==> config.mk <==
export PLATFORM = sky130hd
export DESIGN_NAME = echo_mixer
export DESIGN_NICKNAME = d
export VERILOG_FILES = /design/src/rtl/echo_mixer.sv
export SDC_FILE = /design/constraint.sdc
export NUM_CORES = 1
export LEC_CHECK = 0
export ABC_CLOCK_PERIOD_IN_PS = 6500
export BUFFER_PORTS_ARGS = -buffer_cell sky130_fd_sc_hd__buf_2
export CAP_MARGIN = 40
export CORE_MARGIN = 1.5
export CORE_UTILIZATION = 40
export CTS_CLUSTER_SIZE = 30
export DETAILED_ROUTE_END_ITERATION = 6
export GPL_TIMING_DRIVEN = 0
export SKIP_LAST_GASP = 1
export SLEW_MARGIN = 30
export SYNTH_ARGS = -nofsm -noshare
export SYNTH_HDL_FRONTEND = slang
export SYNTH_SLANG_ARGS = --single-unit
==> constraint.sdc <==
create_clock -name clk -period 6.5 [get_ports clk]
set_clock_uncertainty 0.15 [all_clocks]
set_input_delay 0.975 -clock clk [delete_from_list [all_inputs] [get_ports clk]]
set_output_delay 0.975 -clock clk [all_outputs]
set_load 0.02 [all_outputs]
==> src/rtl/echo_mixer.sv <==
// Stereo-to-mono mixer with a ring-buffer echo: each accepted L/R pair is averaged,
// combined with half of an earlier mono sample and saturated to W bits.
module echo_mixer #(
    parameter int unsigned NUMBER_OF_BITS      = 8,
    parameter int unsigned SAMPLES_BUFFER_SIZE = 10
) (
    input  logic                                  clk,
    input  logic                                  reset,
    input  logic                                  in_valid,
    output logic                                  in_ready,
    input  logic [NUMBER_OF_BITS-1:0]             data_left,
    input  logic [NUMBER_OF_BITS-1:0]             data_right,
    input  logic [$clog2(SAMPLES_BUFFER_SIZE):0]  delay,
    output logic [NUMBER_OF_BITS-1:0]             data_output,
    output logic                                  out_valid,
    input  logic                                  out_ready,
    output logic                                  sat_flag
);

    localparam int unsigned W  = NUMBER_OF_BITS;
    localparam int unsigned D  = SAMPLES_BUFFER_SIZE;
    localparam int unsigned PW = $clog2(D);
    localparam int unsigned DW = PW + 1;

    localparam logic [W-1:0] MAX_VAL = {1'b0, {(W-1){1'b1}}};
    localparam logic [W-1:0] MIN_VAL = {1'b1, {(W-1){1'b0}}};

    typedef enum logic [1:0] {IDLE, READ, MIX, OUTPUT} state_t;

    state_t          state_q, state_d;
    logic [W-1:0]    left_q, left_d;
    logic [W-1:0]    right_q, right_d;
    logic [DW-1:0]   delay_q, delay_d;
    logic [W-1:0]    mono_q, mono_d;
    logic [W-1:0]    echo_q, echo_d;
    logic [W-1:0]    data_output_q, data_output_d;
    logic            out_valid_q, out_valid_d;
    logic            in_ready_q, in_ready_d;
    logic            sat_q, sat_d;
    logic [PW-1:0]   wr_ptr_q, wr_ptr_d;
    logic [W-1:0]    buf_q [D];
    logic [W-1:0]    buf_d [D];

    logic [W:0]      pair_sum;
    logic [W-1:0]    mono_new;
    logic [DW-1:0]   dly_eff;
    logic [PW:0]     rd_sum;
    logic [PW-1:0]   rd_idx;
    logic [W-1:0]    echo_rd;
    logic [W-1:0]    echo_half;
    logic [W:0]      mix_sum;
    logic            mix_ovf;
    logic [W-1:0]    mix_res;

    // Datapath: averaging, clamped echo lookup and saturating mix
    always_comb begin
        pair_sum  = {left_q[W-1], left_q} + {right_q[W-1], right_q};
        mono_new  = W'($signed(pair_sum) >>> 1);
        dly_eff   = (delay_q >= DW'(D)) ? DW'(D - 1) : delay_q;
        rd_sum    = (PW+1)'(wr_ptr_q) + (PW+1)'(D) - dly_eff;
        rd_idx    = (rd_sum >= (PW+1)'(D)) ? PW'(rd_sum - (PW+1)'(D)) : PW'(rd_sum);
        echo_rd   = (dly_eff == '0) ? '0 : buf_q[rd_idx];
        echo_half = W'($signed(echo_q) >>> 1);
        mix_sum   = {mono_q[W-1], mono_q} + {echo_half[W-1], echo_half};
        mix_ovf   = mix_sum[W] ^ mix_sum[W-1];
        mix_res   = mix_ovf ? (mix_sum[W] ? MIN_VAL : MAX_VAL) : mix_sum[W-1:0];
    end

    always_comb begin
        state_d       = state_q;
        left_d        = left_q;
        right_d       = right_q;
        delay_d       = delay_q;
        mono_d        = mono_q;
        echo_d        = echo_q;
        data_output_d = data_output_q;
        sat_d         = sat_q;
        wr_ptr_d      = wr_ptr_q;
        buf_d         = buf_q;
        case (state_q)
            IDLE: begin
                if (in_valid) begin
                    left_d  = data_left;
                    right_d = data_right;
                    delay_d = delay;
                    state_d = READ;
                end
            end
            READ: begin
                mono_d  = mono_new;
                echo_d  = echo_rd;
                state_d = MIX;
            end
            MIX: begin
                data_output_d    = mix_res;
                sat_d            = sat_q | mix_ovf;
                buf_d[wr_ptr_q]  = mono_q;
                wr_ptr_d         = (wr_ptr_q == PW'(D - 1)) ? '0 : wr_ptr_q + PW'(1);
                state_d          = OUTPUT;
            end
            OUTPUT: begin
                if (out_ready) state_d = IDLE;
            end
            default: state_d = IDLE;
        endcase
        // Handshake flags follow the state being entered so they stay registered
        in_ready_d  = (state_d == IDLE);
        out_valid_d = (state_d == OUTPUT);
    end

    always_ff @(posedge clk or posedge reset) begin
        if (reset) begin
            state_q       <= IDLE;
            left_q        <= '0;
            right_q       <= '0;
            delay_q       <= '0;
            mono_q        <= '0;
            echo_q        <= '0;
            data_output_q <= '0;
            out_valid_q   <= 1'b0;
            in_ready_q    <= 1'b1;
            sat_q         <= 1'b0;
            wr_ptr_q      <= '0;
            for (int unsigned i = 0; i < D; i++) buf_q[i] <= '0;
        end else begin
            state_q       <= state_d;
            left_q        <= left_d;
            right_q       <= right_d;
            delay_q       <= delay_d;
            mono_q        <= mono_d;
            echo_q        <= echo_d;
            data_output_q <= data_output_d;
            out_valid_q   <= out_valid_d;
            in_ready_q    <= in_ready_d;
            sat_q         <= sat_d;
            wr_ptr_q      <= wr_ptr_d;
            buf_q         <= buf_d;
        end
    end

    assign in_ready    = in_ready_q;
    assign out_valid   = out_valid_q;
    assign data_output = data_output_q;
    assign sat_flag    = sat_q;

endmodule

==> metrics.json, run 1 <==
{
  "outcome": {
    "status": "finished clean"
  },
  "critical_path": {
    "worst-r2r-cell-count": 15,
    "crit_type": "flip-flop to flip-flop",
    "setup.worst_path.start_class": "flip-flop",
    "max_stage_delay_ns": 0.52,
    "regToRegStartpoint": "delay_q[3]",
    "timing.reg2reg.setup_slack_ns": 2.25,
    "critical-path-top-cell-by-count": "sky130_fd_sc_hd__ha_1",
    "timing.critical_path.arrival_ns": 4.37,
    "cp_data_required_time_ns": 6.63,
    "endpoint_kind": "flip-flop",
    "r2r-end": "echo_q[4]",
    "crit_path_cell_trace": "nor2_1, and2_1, ha_1, inv_1, ha_1, fa_1, inv_1, ha_1, clkbuf_1, clkbuf_1, a221oi_1, a311oi_1, nand4_1, o211ai_1, o211ai_1",
    "critPathLaunch": "delay_q[3]",
    "cp.buffers_inverters": 4,
    "critical_path.slowest_cell": "sky130_fd_sc_hd__fa_1",
    "crit_fanout": 10,
    "cell_class_contributing_the_biggest_share_of_worst_path_delay": "adder cells"
  },
  "timing": {
    "final-setup-viol-count": 0,
    "grt_setup_unrepaired": "no",
    "maxClockFrequency_mhz": 235.5,
    "max_slew.worst_pin.slew_ns": 0.7799,
    "final_max_tran_viols": 0,
    "setup_slack_ns": 2.254,
    "relSlewSlack_pct": 48.01,
    "period_minus_slack_ns": 4.246,
    "totalNegativeSetupSlack_ns": 0,
    "layout_worst_path_cycle_share_pct": 65.33,
    "fin_worst_hold_slack_ns": 0.3140,
    "timing_hold_violations_final": 0
  },
  "layout": {
    "register_area_mm2": 0.003079,
    "final_area_mm2": 0.009101,
    "multi_input_comb_area_mm2": 0.004507,
    "design.final.nets": 897,
    "antenna_cells": 0,
    "filler_cell_count": 1863,
    "final_layout_size_suffix_gt1_share_pct": 23.86,
    "areaGrowthSynthToFinish_pct": 14.64
  },
  "min_path": {
    "min_from": "sat_flag",
    "min_to": "sat_flag",
    "min_delay_path_depth": 1,
    "hp-class": "flip-flop to flip-flop"
  },
  "yosys": {
    "ys_seq_area_share_pct": 38.79,
    "syn_area_mm2": 0.007939,
    "synth_edf_count": 0,
    "synth_mux_area_share_pct": 15.13,
    "dominant_combinational_cell_family_by_area_after_synthesis": "compound AO/OA/AOI/OAI gates",
    "synth_simple_gate_area_share_pct": 16.58,
    "postSynthAreaPerCell_um2": 10.06,
    "netlist.top_cell.by_area": "sky130_fd_sc_hd__dfrtp_1",
    "postSynth.topFlopCell": "sky130_fd_sc_hd__dfrtp_1",
    "synth_fp_nets": 840,
    "synthTopCellsByArea": "sky130_fd_sc_hd__dfrtp_1, sky130_fd_sc_hd__mux2_2, sky130_fd_sc_hd__nand2_1",
    "synthesized_area_fraction_occupied_by_adder_cells_pct": 5.138,
    "synth_top_cell_area_share_pct": 38.46,
    "seq_cells_post_synth": 123,
    "netlist-cell-type-count": 64,
    "async_flop_share_pct": 100.0,
    "compound_cell_area_share_of_the_yosys_netlist_pct": 18.27,
    "synthesis.instances": 789,
    "synthXorXnorAreaFrac_pct": 1.655,
    "yosysWarnings": 0
  },
  "placement": {
    "place.gp.congestion": 0.9032,
    "detailed_place.area_mm2": 0.008486,
    "port-buffer-count": 35,
    "post_dp_hpwl_um": 15230,
    "pre_cts_ws_ns": 2.382
  },
  "cts": {
    "number_of_buffers_created_by_cts": 17,
    "clk_path_buf_depth": 2,
    "cts_tree": "built",
    "postCtsSetupBuffers": 0,
    "cts_hold_repair.buffers": 0,
    "root_buffer": "sky130_fd_sc_hd__clkbuf_16",
    "clock_tree.htree_level_count": 4,
    "clk-insertion-delay-late_ns": 0.41,
    "cts_repair_resize_count": 0,
    "clk_slew_on_worst_s_h_paths_ns": 0.06,
    "clock_sinks": 123
  },
  "detailed_routing": {
    "detailedRoute.firstPassIterationCount": 4,
    "wl_per_cell_um": 18.29,
    "ant_nets": 0,
    "post-route-drc-count": 0,
    "drt_first_iter_violations": 386,
    "drt-vias-per-instance": 5.634,
    "totalWireLength_um": 20560,
    "vias": 6333
  },
  "grt": {
    "overflow": 0,
    "first_global_vias": 6347,
    "global_route_wire_length_before_repair_um": 34070,
    "grt_max_degree": 63,
    "antenna_violations_before_repair": 0,
    "track_usage_pct": 21.28
  },
  "run": {
    "maxCapViolations": 0
  },
  "die": {
    "io_pins": 36,
    "core_area_mm2": 0.01946,
    "die_span_x_um": 143.9,
    "num_rows": 51,
    "floorplan.die_area_mm2": 0.02070,
    "chipHeight_um": 143.9,
    "floorplan.initialDensity_pct": 40.79
  }
}
## Yosys cell counts (15+ instances only)
cell,number
sky130_fd_sc_hd__nand3b_1,28
sky130_fd_sc_hd__and2_1,17
sky130_fd_sc_hd__nand2_1,88
sky130_fd_sc_hd__ha_1,23
sky130_fd_sc_hd__clkbuf_1,44
sky130_fd_sc_hd__o21ai_0,31
sky130_fd_sc_hd__inv_1,28
sky130_fd_sc_hd__dfrtp_1,122
sky130_fd_sc_hd__mux2i_1,21
sky130_fd_sc_hd__a41oi_1,15
sky130_fd_sc_hd__nand2b_1,21
sky130_fd_sc_hd__a221oi_1,28
sky130_fd_sc_hd__nor2_1,19
sky130_fd_sc_hd__o211ai_1,15
sky130_fd_sc_hd__nand3_1,27
sky130_fd_sc_hd__mux2_2,88
## through the flow
stage	instances	util [%]
after floorplan	789	-
after global placement	1089	43.39
after detailed placement	1091	43.60
after CTS	1123	46.74
after global routing	1124	46.76
final	1124	46.76
## kinds of logic after synthesis
| kind of cell | count (synthesis) |
|---|---|
| AO/OA/AOI/OAI | 183 |
| XOR/XNOR | 12 |
| adder cells (fa/ha/maj) | 32 |
| buffers and inverters | 87 |
| flip-flops | 123 |
| multiplexers | 109 |
| AND/OR/NAND/NOR | 243 |
## routing by layer
| layer | routed length [um] | track usage (%) | up-vias | share of wire [%] |
|---|---|---|---|---|
| met5 | 0 | 0 | - | 0 |
| met4 | 404 | 6.821 | 0 | 2.0 |
| met3 | 982 | 3.466 | 30 | 4.8 |
| met2 | 9736 | 34.93 | 170 | 47 |
| met1 | 9438 | 28.61 | 3067 | 46 |
| li1 | - | - | 3066 | - |
## cell type report
| type | instances | share of cell area, % |
|---|---|---|
| clock inverter | 14 | 1.883 |
| timing repair buffer | 38 | 2.337 |
| buffer | 58 | 2.681 |
| inverter | 29 | 1.279 |
| sequential | 123 | 33.83 |
| clock buffer | 18 | 4.825 |
| tap | 265 | 3.643 |
| multi-input combinational | 579 | 49.52 |
## sequential cells by signal (all words and copies together), names as in the netlist
| register | cells |
|---|---|
| left_q | 8 |
| delay_q | 5 |
| wr_ptr_q | 4 |
| data_output | 8 |
| echo_q | 7 |
| out_valid | 1 |
| sat_flag | 1 |
| mono_q | 8 |
| buf_q | 70 |
| in_ready | 1 |
| right_q | 8 |
| state_q | 2 |
## cell usage in the layout, fill, tap and decap left out, types with 4 or more instances in the layout
cell	n
sky130_fd_sc_hd__nand3b_1	28
sky130_fd_sc_hd__nand4_1	7
sky130_fd_sc_hd__o21a_1	6
sky130_fd_sc_hd__xnor2_1	4
sky130_fd_sc_hd__maj3_1	6
sky130_fd_sc_hd__a21oi_1	11
sky130_fd_sc_hd__dfrtp_1	122
sky130_fd_sc_hd__xor2_1	6
sky130_fd_sc_hd__a311oi_1	14
sky130_fd_sc_hd__o41a_1	7
sky130_fd_sc_hd__a22oi_1	14
sky130_fd_sc_hd__o211ai_1	15
sky130_fd_sc_hd__ha_1	23
sky130_fd_sc_hd__nand2b_1	21
sky130_fd_sc_hd__nor3_1	6
sky130_fd_sc_hd__a41oi_1	15
sky130_fd_sc_hd__a221oi_1	28
sky130_fd_sc_hd__nand2_1	88
sky130_fd_sc_hd__and2_1	17
sky130_fd_sc_hd__a211oi_1	4
sky130_fd_sc_hd__nor2_1	19
sky130_fd_sc_hd__mux2_2	88
sky130_fd_sc_hd__buf_2	47
sky130_fd_sc_hd__mux2i_1	21
sky130_fd_sc_hd__nand3_1	27
sky130_fd_sc_hd__a21o_1	5
sky130_fd_sc_hd__inv_1	27
sky130_fd_sc_hd__a211o_1	14
sky130_fd_sc_hd__clkbuf_1	44
sky130_fd_sc_hd__o21ai_0	31
sky130_fd_sc_hd__clkinv_4	4
sky130_fd_sc_hd__nor2b_1	5
sky130_fd_sc_hd__or3b_2	14
sky130_fd_sc_hd__clkbuf_16	17
## how the worst max path moves through the flow
| stage | depth (start not counted) | to |
|---|---|---|
| 6_report | 15 | echo_q[4] |
| 5_1_grt | 15 | echo_q[1] |
| 4_1_cts | 15 | echo_q[4] |
| 3_5_place_dp | 15 | echo_q[4] |
| 3_3_place_gp | 2 | delay_q[4] |
| 2_1_floorplan | 1 | buf_q[10] |
Power of run 1 is not shown: default switching activity piles up to over one toggle a cycle in this logic, so the estimate is an artifact.
==> run 2: changes to the inputs <==
- ABC_CLOCK_PERIOD_IN_PS: 6500 -> 3570
- clock period: 6.5 -> 3.57 ns (I/O delays scaled with it)
==> run 2 against run 1 <==
The run now ends with negative setup slack left. Critical path depth shrank 1. Global-route usage grew 0.25 points. Hold slack lost 0.13 ns. Register-to-register slack lost 2.3 ns. Sequential share of layout area shrank 1.8 points.
==> metrics.json, run 2 (synthesis gave the netlist of run 1 again) <==
{
  "die": {
    "chipHeight": {"value": 143.9, "unit": "um", "change": "unchanged"},
    "num_rows": {"value": 51, "change": "unchanged"},
    "io_pins": {"value": 36, "change": "unchanged"},
    "floorplan.die_area": {"value": 0.02070, "unit": "mm^2", "change": "unchanged"},
    "die_span_x": {"value": 143.9, "unit": "um", "change": "unchanged"},
    "core_area": {"value": 0.01946, "unit": "mm^2", "change": "unchanged"},
    "floorplan.initialDensity": {"value": 40.79, "unit": "%", "change": "unchanged"}
  },
  "detailed_routing": {
    "ant_nets": {"value": 0, "change": "unchanged"},
    "drt-vias-per-instance": {"value": 5.704, "change": "+1.2%"},
    "drt_first_iter_violations": {"value": 415, "change": "+7.5%"},
    "wl_per_cell": {"value": 18.47, "unit": "um", "change": "+0.97%"},
    "detailedRoute.firstPassIterationCount": {"value": 5, "change": "+1"},
    "vias": {"value": 6525, "change": "+3.0%"},
    "totalWireLength": {"value": 21130, "unit": "um", "change": "+2.8%"},
    "post-route-drc-count": {"value": 0, "change": "unchanged"}
  },
  "layout": {
    "most_frequent_standard_cell_in_the_layout_excluding_fill_and_tap_cells": "sky130_fd_sc_hd__dfrtp_1",
    "largest-register": "buf_q",
    "final_layout_size_suffix_gt1_share": {"value": 29.58, "unit": "%", "change": "+5.7 points"},
    "largest_reg_flops": {"value": 70, "change": "unchanged"},
    "antenna_cells": {"value": 0, "change": "unchanged"},
    "areaGrowthSynthToFinish_pct": 20.99,
    "mostFrequentLayoutCells": "sky130_fd_sc_hd__dfrtp_1, sky130_fd_sc_hd__nand2_1, sky130_fd_sc_hd__mux2_2, sky130_fd_sc_hd__buf_2, sky130_fd_sc_hd__clkbuf_1",
    "filler_cell_count": {"value": 1816, "change": "-2.5%"},
    "design.final.nets": {"value": 917, "change": "+2.2%"},
    "post_layout_util": {"value": 49.35, "unit": "%", "change": "+2.6 points"},
    "fin_cells": {"value": 1144, "change": "+1.8%"}
  },
  "run": {
    "maxCapViolations": {"value": 0, "change": "unchanged"}
  },
  "placement": {
    "post_dp_hpwl": {"value": 15440, "unit": "um", "change": "+1.4%"},
    "pre_cts_ws": {"value": -0.5723, "unit": "ns", "change": "-2.954 ns"},
    "place.gp.congestion": {"value": 0.8839, "change": "-2.1%"},
    "port-buffer-count": {"value": 35, "change": "unchanged"},
    "place.detailed.instances": {"value": 1094, "change": "+0.27%"}
  },
  "critical_path": {
    "crit_type": "flip-flop to flip-flop",
    "setup.worst_path.start_class": "flip-flop",
    "crit_fanout": {"value": 7, "change": "-3"},
    "critPathLaunch": "delay_q[1]",
    "cp_data_required_time": {"value": 3.69, "unit": "ns", "change": "-2.94 ns"},
    "endpoint_kind": "flip-flop",
    "regToRegStartpoint": "delay_q[1]",
    "timing.critical_path.arrival": {"value": 3.69, "unit": "ns", "change": "-0.68 ns"}
  },
  "timing": {
    "setup_slack": {"value": -0.002873, "unit": "ns", "change": "-2.256 ns"},
    "max_slew.worst_pin.slew": {"value": 0.8123, "unit": "ns", "change": "+0.03241 ns"},
    "layout_worst_path_cycle_share": {"value": 100.1, "unit": "%", "change": "+35 points"},
    "timing_hold_violations_final": {"value": 0, "change": "unchanged"},
    "grt_setup_unrepaired": "yes",
    "relSlewSlack": {"value": 45.85, "unit": "%", "change": "-2.2 points"},
    "maxClockFrequency": {"value": 279.9, "unit": "MHz", "change": "+19%"},
    "totalNegativeSetupSlack": {"value": -0.002873, "unit": "ns", "change": "-0.002873 ns"},
    "final-setup-viol-count": {"value": 1, "change": "+1"},
    "period_minus_slack": {"value": 3.573, "unit": "ns", "change": "-0.6735 ns"},
    "final_max_tran_viols": {"value": 0, "change": "unchanged"}
  },
  "min_path": {
    "hp-class": "input port to flip-flop",
    "min_from": "data_left[1]"
  },
  "grt": {
    "track_usage": {"value": 21.53, "unit": "%", "change": "+0.25 points"},
    "overflow": {"value": 0, "change": "unchanged"},
    "grt_max_degree": {"value": 31, "change": "-51%"},
    "antenna_violations_before_repair": {"value": 0, "change": "unchanged"},
    "first_global_vias": {"value": 6457, "change": "+1.7%"},
    "global_route_wire_length_before_repair": {"value": 34500, "unit": "um", "change": "+1.3%"}
  },
  "cts": {
    "clock_sinks": {"value": 123, "change": "unchanged"},
    "cts_tree": "built",
    "clock_tree.htree_level_count": {"value": 4, "change": "unchanged"},
    "root_buffer": "sky130_fd_sc_hd__clkbuf_16",
    "clk-insertion-delay-late": {"value": 0.41, "unit": "ns", "change": "about the same"},
    "clk_slew_on_worst_s_h_paths": {"value": 0.06, "unit": "ns", "change": "about the same"},
    "clk_path_buf_depth": {"value": 2, "change": "unchanged"},
    "number_of_buffers_created_by_cts": {"value": 17, "change": "unchanged"}
  },
  "outcome": {
    "failing_checks": "negative setup slack",
    "status": "finished, violations left"
  }
}
==> run 2: repair_timing <==
item / in CTS / in global routing
endpoints found under the setup margin: 7 / 7
pin swaps: 11 / 24
endpoints found under the hold margin: 9 / 0
cloned: 0 / 2
hold buffers: 1 / 0
setup buffers: 11 / 5
resized for setup: 28 / 32
==> run 2: worst max-delay path, cell delays in order (launching register included) <==
cell	delay (ns)
sky130_fd_sc_hd__dfrtp_1	0.40
sky130_fd_sc_hd__and2_4	0.18
sky130_fd_sc_hd__ha_4	0.25
sky130_fd_sc_hd__inv_2	0.04
sky130_fd_sc_hd__ha_4	0.15
sky130_fd_sc_hd__fa_2	0.58
sky130_fd_sc_hd__inv_2	0.06
sky130_fd_sc_hd__ha_4	0.18
sky130_fd_sc_hd__a21o_1	0.22
sky130_fd_sc_hd__buf_6	0.16
sky130_fd_sc_hd__buf_12	0.14
sky130_fd_sc_hd__a311oi_4	0.32
sky130_fd_sc_hd__nand4_1	0.18
sky130_fd_sc_hd__o211ai_1	0.26
sky130_fd_sc_hd__o211ai_1	0.14
==> run 2: area by class of cell <==
class	instances	area (um^2)	area share (%)
Clock inverter	14	193.9	2.019
Inverter	29	112.6	1.172
Timing Repair Buffer	60	450.4	4.689
Clock buffer	18	439.2	4.572
Tap cell	265	331.6	3.452
Multi-Input combinational cell	579	4717	49.11
Buffer	56	280.3	2.918
Sequential cell	123	3080	32.07
==> run 2: final timing paths <==
check / endpoint / slack (ns) / cells past startpoint
worst max-delay path: echo_q[5] / -0.003 / 14
worst min-delay path: left_q[1] / 0.19 / 3
worst max register to register: echo_q[5] / -0.003 / 14
worst min register to register: sat_flag / 0.31 / 1
max in group asynchronous: buf_q[58] / 2.09 / 5
min in group asynchronous: delay_q[1] / 0.50 / 3
==> run 2: stage by stage <==
stage	instance area, um^2	hold slack (ns)
6_report	9605	0.1855
5_1_grt	9605	0.1895
4_1_cts	9384	0.1667
3_5_place_dp	8534	0.2994
3_3_place_gp	8449	0.3008
2_1_floorplan	7943	0.2992
==> run 2: layer usage <==
| metal | vias to the layer above | GRT usage, % | wire length, um |
|---|---|---|---|
| li1 | 3112 | - | - |
| met1 | 3207 | 28.15 | 9624 |
| met2 | 172 | 36.62 | 10280 |
| met3 | 34 | 3.199 | 754 |
| met4 | 0 | 6.660 | 474 |
| met5 | - | 0 | 0 |
Power of run 2 is left out for the same reason.
==> run 3: changes to the inputs <==
==> constraint.sdc (replaced) <==
create_clock -name clk -period 3.57 [get_ports clk]
set_clock_uncertainty 0.15 [all_clocks]
set_input_delay 0.357 -clock clk [delete_from_list [all_inputs] [get_ports clk]]
set_output_delay 0.357 -clock clk [all_outputs]
set_load 0.02 [all_outputs]
==> run 3 against run 2 <==
The run still ends with negative setup slack left. Sequential cell count did not move. Setup slack got worse by 0.012 ns. Non-clock buffer count rose by 2. Hold slack got worse by 0.16 ns. First-iteration DRC count fell by 14%. Via count barely moved. Critical path depth did not move. Final cell count rose by 0.17%. Critical path type unchanged. Highest routed layer unchanged.
==> metrics.json, run 3 (synthesis gave the netlist of run 1 again) <==
{
  "die": {
    "num_rows": {"value": 51, "change": "unchanged"},
    "floorplan.die_area": {"value": 0.02070, "unit": "mm^2", "change": "unchanged"},
    "core_area": {"value": 0.01946, "unit": "mm^2", "change": "unchanged"},
    "floorplan.initialDensity": {"value": 40.79, "unit": "%", "change": "unchanged"},
    "chipHeight": {"value": 143.9, "unit": "um", "change": "unchanged"},
    "die_span_x": {"value": 143.9, "unit": "um", "change": "unchanged"},
    "io_pins": {"value": 36, "change": "unchanged"}
  },
  "cts": {
    "clk_slew_on_worst_s_h_paths": {"value": 0.06, "unit": "ns", "change": "about the same"},
    "root_buffer": "sky130_fd_sc_hd__clkbuf_16",
    "clk_path_buf_depth": {"value": 2, "change": "unchanged"},
    "cts_tree": "built",
    "clock_sinks": {"value": 123, "change": "unchanged"},
    "clk-insertion-delay-late": {"value": 0.41, "unit": "ns", "change": "about the same"},
    "clock_tree.htree_level_count": {"value": 4, "change": "unchanged"},
    "number_of_buffers_created_by_cts": {"value": 17, "change": "unchanged"}
  },
  "timing": {
    "period_minus_slack": {"value": 3.585, "unit": "ns", "change": "+0.01209 ns"},
    "final-setup-viol-count": {"value": 1, "change": "unchanged"},
    "setup_slack": {"value": -0.01496, "unit": "ns", "change": "-0.01209 ns"},
    "grt_setup_unrepaired": "yes",
    "relSlewSlack": {"value": 45.97, "unit": "%", "change": "+0.13 points"},
    "maxClockFrequency": {"value": 278.9, "unit": "MHz", "change": "-0.34%"},
    "timing_hold_violations_final": {"value": 0, "change": "unchanged"},
    "layout_worst_path_cycle_share": {"value": 100.4, "unit": "%", "change": "+0.34 points"},
    "max_slew.worst_pin.slew": {"value": 0.8104, "unit": "ns", "change": "-0.001907 ns"},
    "final_max_tran_viols": {"value": 0, "change": "unchanged"}
  },
  "critical_path": {
    "critical_path.endpoint": "echo_q[5]",
    "timing.reg2reg.setup_slack": {"value": -0.01, "unit": "ns", "change": "about the same"},
    "r2r-end": "echo_q[5]",
    "cp_data_required_time": {"value": 3.69, "unit": "ns", "change": "about the same"},
    "critPathLaunch": "delay_q[1]",
    "worst-r2r-cell-count": {"value": 14, "change": "unchanged"},
    "crit_fanout": {"value": 7, "change": "unchanged"},
    "regToRegStartpoint": "delay_q[1]",
    "crit_type": "flip-flop to flip-flop",
    "endpoint_kind": "flip-flop",
    "timing.critical_path.arrival": {"value": 3.70, "unit": "ns", "change": "about the same"},
    "setup.worst_path.start_class": "flip-flop"
  },
  "grt": {
    "first_global_vias": {"value": 6483, "change": "+0.40%"},
    "global_route_wire_length_before_repair": {"value": 34530, "unit": "um", "change": "about the same"},
    "overflow": {"value": 0, "change": "unchanged"},
    "antenna_violations_before_repair": {"value": 0, "change": "unchanged"},
    "track_usage": {"value": 21.55, "unit": "%", "change": "about the same"},
    "grt_max_degree": {"value": 31, "change": "unchanged"}
  },
  "layout": {
    "areaGrowthSynthToFinish_pct": 21.25,
    "antenna_cells": {"value": 0, "change": "unchanged"},
    "final_area": {"value": 0.009625, "unit": "mm^2", "change": "+0.21%"},
    "most_frequent_standard_cell_in_the_layout_excluding_fill_and_tap_cells": "sky130_fd_sc_hd__dfrtp_1",
    "largest-register": "buf_q",
    "final_layout_size_suffix_gt1_share": {"value": 29.51, "unit": "%", "change": "-0.067 points"},
    "largest_reg_flops": {"value": 70, "change": "unchanged"},
    "post_layout_util": {"value": 49.46, "unit": "%", "change": "+0.10 points"},
    "design.final.nets": {"value": 919, "change": "+0.22%"},
    "filler_cell_count": {"value": 1814, "change": "-0.11%"},
    "mostFrequentLayoutCells": "sky130_fd_sc_hd__dfrtp_1, sky130_fd_sc_hd__nand2_1, sky130_fd_sc_hd__mux2_2, sky130_fd_sc_hd__buf_2, sky130_fd_sc_hd__clkbuf_1"
  },
  "placement": {
    "place.gp.congestion": {"value": 0.8839, "change": "unchanged"},
    "detailed_place.area": {"value": 0.008534, "unit": "mm^2", "change": "unchanged"},
    "port-buffer-count": {"value": 35, "change": "unchanged"},
    "pre_cts_ws": {"value": -0.5723, "unit": "ns", "change": "unchanged"},
    "post_dp_hpwl": {"value": 15440, "unit": "um", "change": "unchanged"}
  },
  "detailed_routing": {
    "drt-vias-per-instance": {"value": 5.697, "change": "-0.11%"},
    "wl_per_cell": {"value": 18.46, "unit": "um", "change": "about the same"},
    "totalWireLength": {"value": 21160, "unit": "um", "change": "+0.13%"},
    "ant_nets": {"value": 0, "change": "unchanged"},
    "post-route-drc-count": {"value": 0, "change": "unchanged"},
    "vias": {"value": 6529, "change": "+0.061%"},
    "detailedRoute.firstPassIterationCount": {"value": 5, "change": "unchanged"},
    "drt_first_iter_violations": {"value": 357, "change": "-14%"}
  },
  "outcome": {
    "failing_checks": "negative setup slack",
    "status": "finished, violations left"
  },
  "run": {
    "maxCapViolations": {"value": 0, "change": "unchanged"}
  },
  "min_path": {
    "hp-class": "input port to flip-flop"
  }
}
run 3: changes by cell type in the layout (fill, tap and decap cells not counted), sizes merged:
| cell | before | now |
|---|---|---|
| dlygate4sd3 | 1 | 3 |
run 3: final cells by class:
class / count / area, um^2 / share of cell area, %
multi-input combinational: 579 / 4717 / 49.01
sequential: 123 / 3080 / 32.00
timing repair buffer: 62 / 470.5 / 4.888
clock buffer: 18 / 439.2 / 4.563
tap: 265 / 331.6 / 3.445
buffer: 56 / 280.3 / 2.912
clock inverter: 14 / 193.9 / 2.015
inverter: 29 / 112.6 / 1.170
run 3: stage by stage:
stage	setup TNS (ns)	hold WS (ns)	cells
finish	-0.01496	0.02489	1146
global route	-0.2639	0.01103	1146
CTS	0	0.003675	1138
detailed placement	-3.810	0.2037	1094
global placement	-3.626	0.3008	1089
floorplan	0	0.2992	789
run 3: metal layers:
metal,track usage (%),up-vias,wire [um]
met4,7.197,0,495
li1,-,3117,-
met2,36.49,186,10220
met1,28.11,3188,9529
met5,0,-,0
met3,3.199,38,909
run 3: worst min path at each step:
stage / startpoint / endpoint / slack, ns / cells past startpoint
2_1_floorplan: buf_q[1] / buf_q[1] / 0.30 / 2
3_3_place_gp: sat_flag / sat_flag / 0.30 / 1
3_5_place_dp: reset / delay_q[0] / 0.20 / 2
4_1_cts: data_right[0] / right_q[0] / 0.004 / 2
5_1_grt: data_right[0] / right_q[0] / 0.01 / 2
6_report: delay[1] / delay_q[1] / 0.02 / 2
run 3: what timing repair did:
action                     4_1_cts  5_1_grt
resized for setup               28       32
hold buffers                     3        0
gates cloned                     0        2
hold endpoints to repair        11        0
buffers inserted                11        5
pin swaps                       11       24
setup endpoints to repair        7        7
run 3: worst max-delay path, cell delays in order, from the launching register on:
cell,delay (ns)
sky130_fd_sc_hd__dfrtp_1,0.40
sky130_fd_sc_hd__and2_4,0.18
sky130_fd_sc_hd__ha_4,0.25
sky130_fd_sc_hd__inv_2,0.04
sky130_fd_sc_hd__ha_4,0.15
sky130_fd_sc_hd__fa_2,0.58
sky130_fd_sc_hd__inv_2,0.06
sky130_fd_sc_hd__ha_4,0.18
sky130_fd_sc_hd__a21o_1,0.22
sky130_fd_sc_hd__buf_6,0.16
sky130_fd_sc_hd__buf_12,0.14
sky130_fd_sc_hd__a311oi_4,0.32
sky130_fd_sc_hd__nand4_1,0.19
sky130_fd_sc_hd__o211ai_1,0.27
sky130_fd_sc_hd__o211ai_1,0.14
Power of run 3 is left out for the same reason.
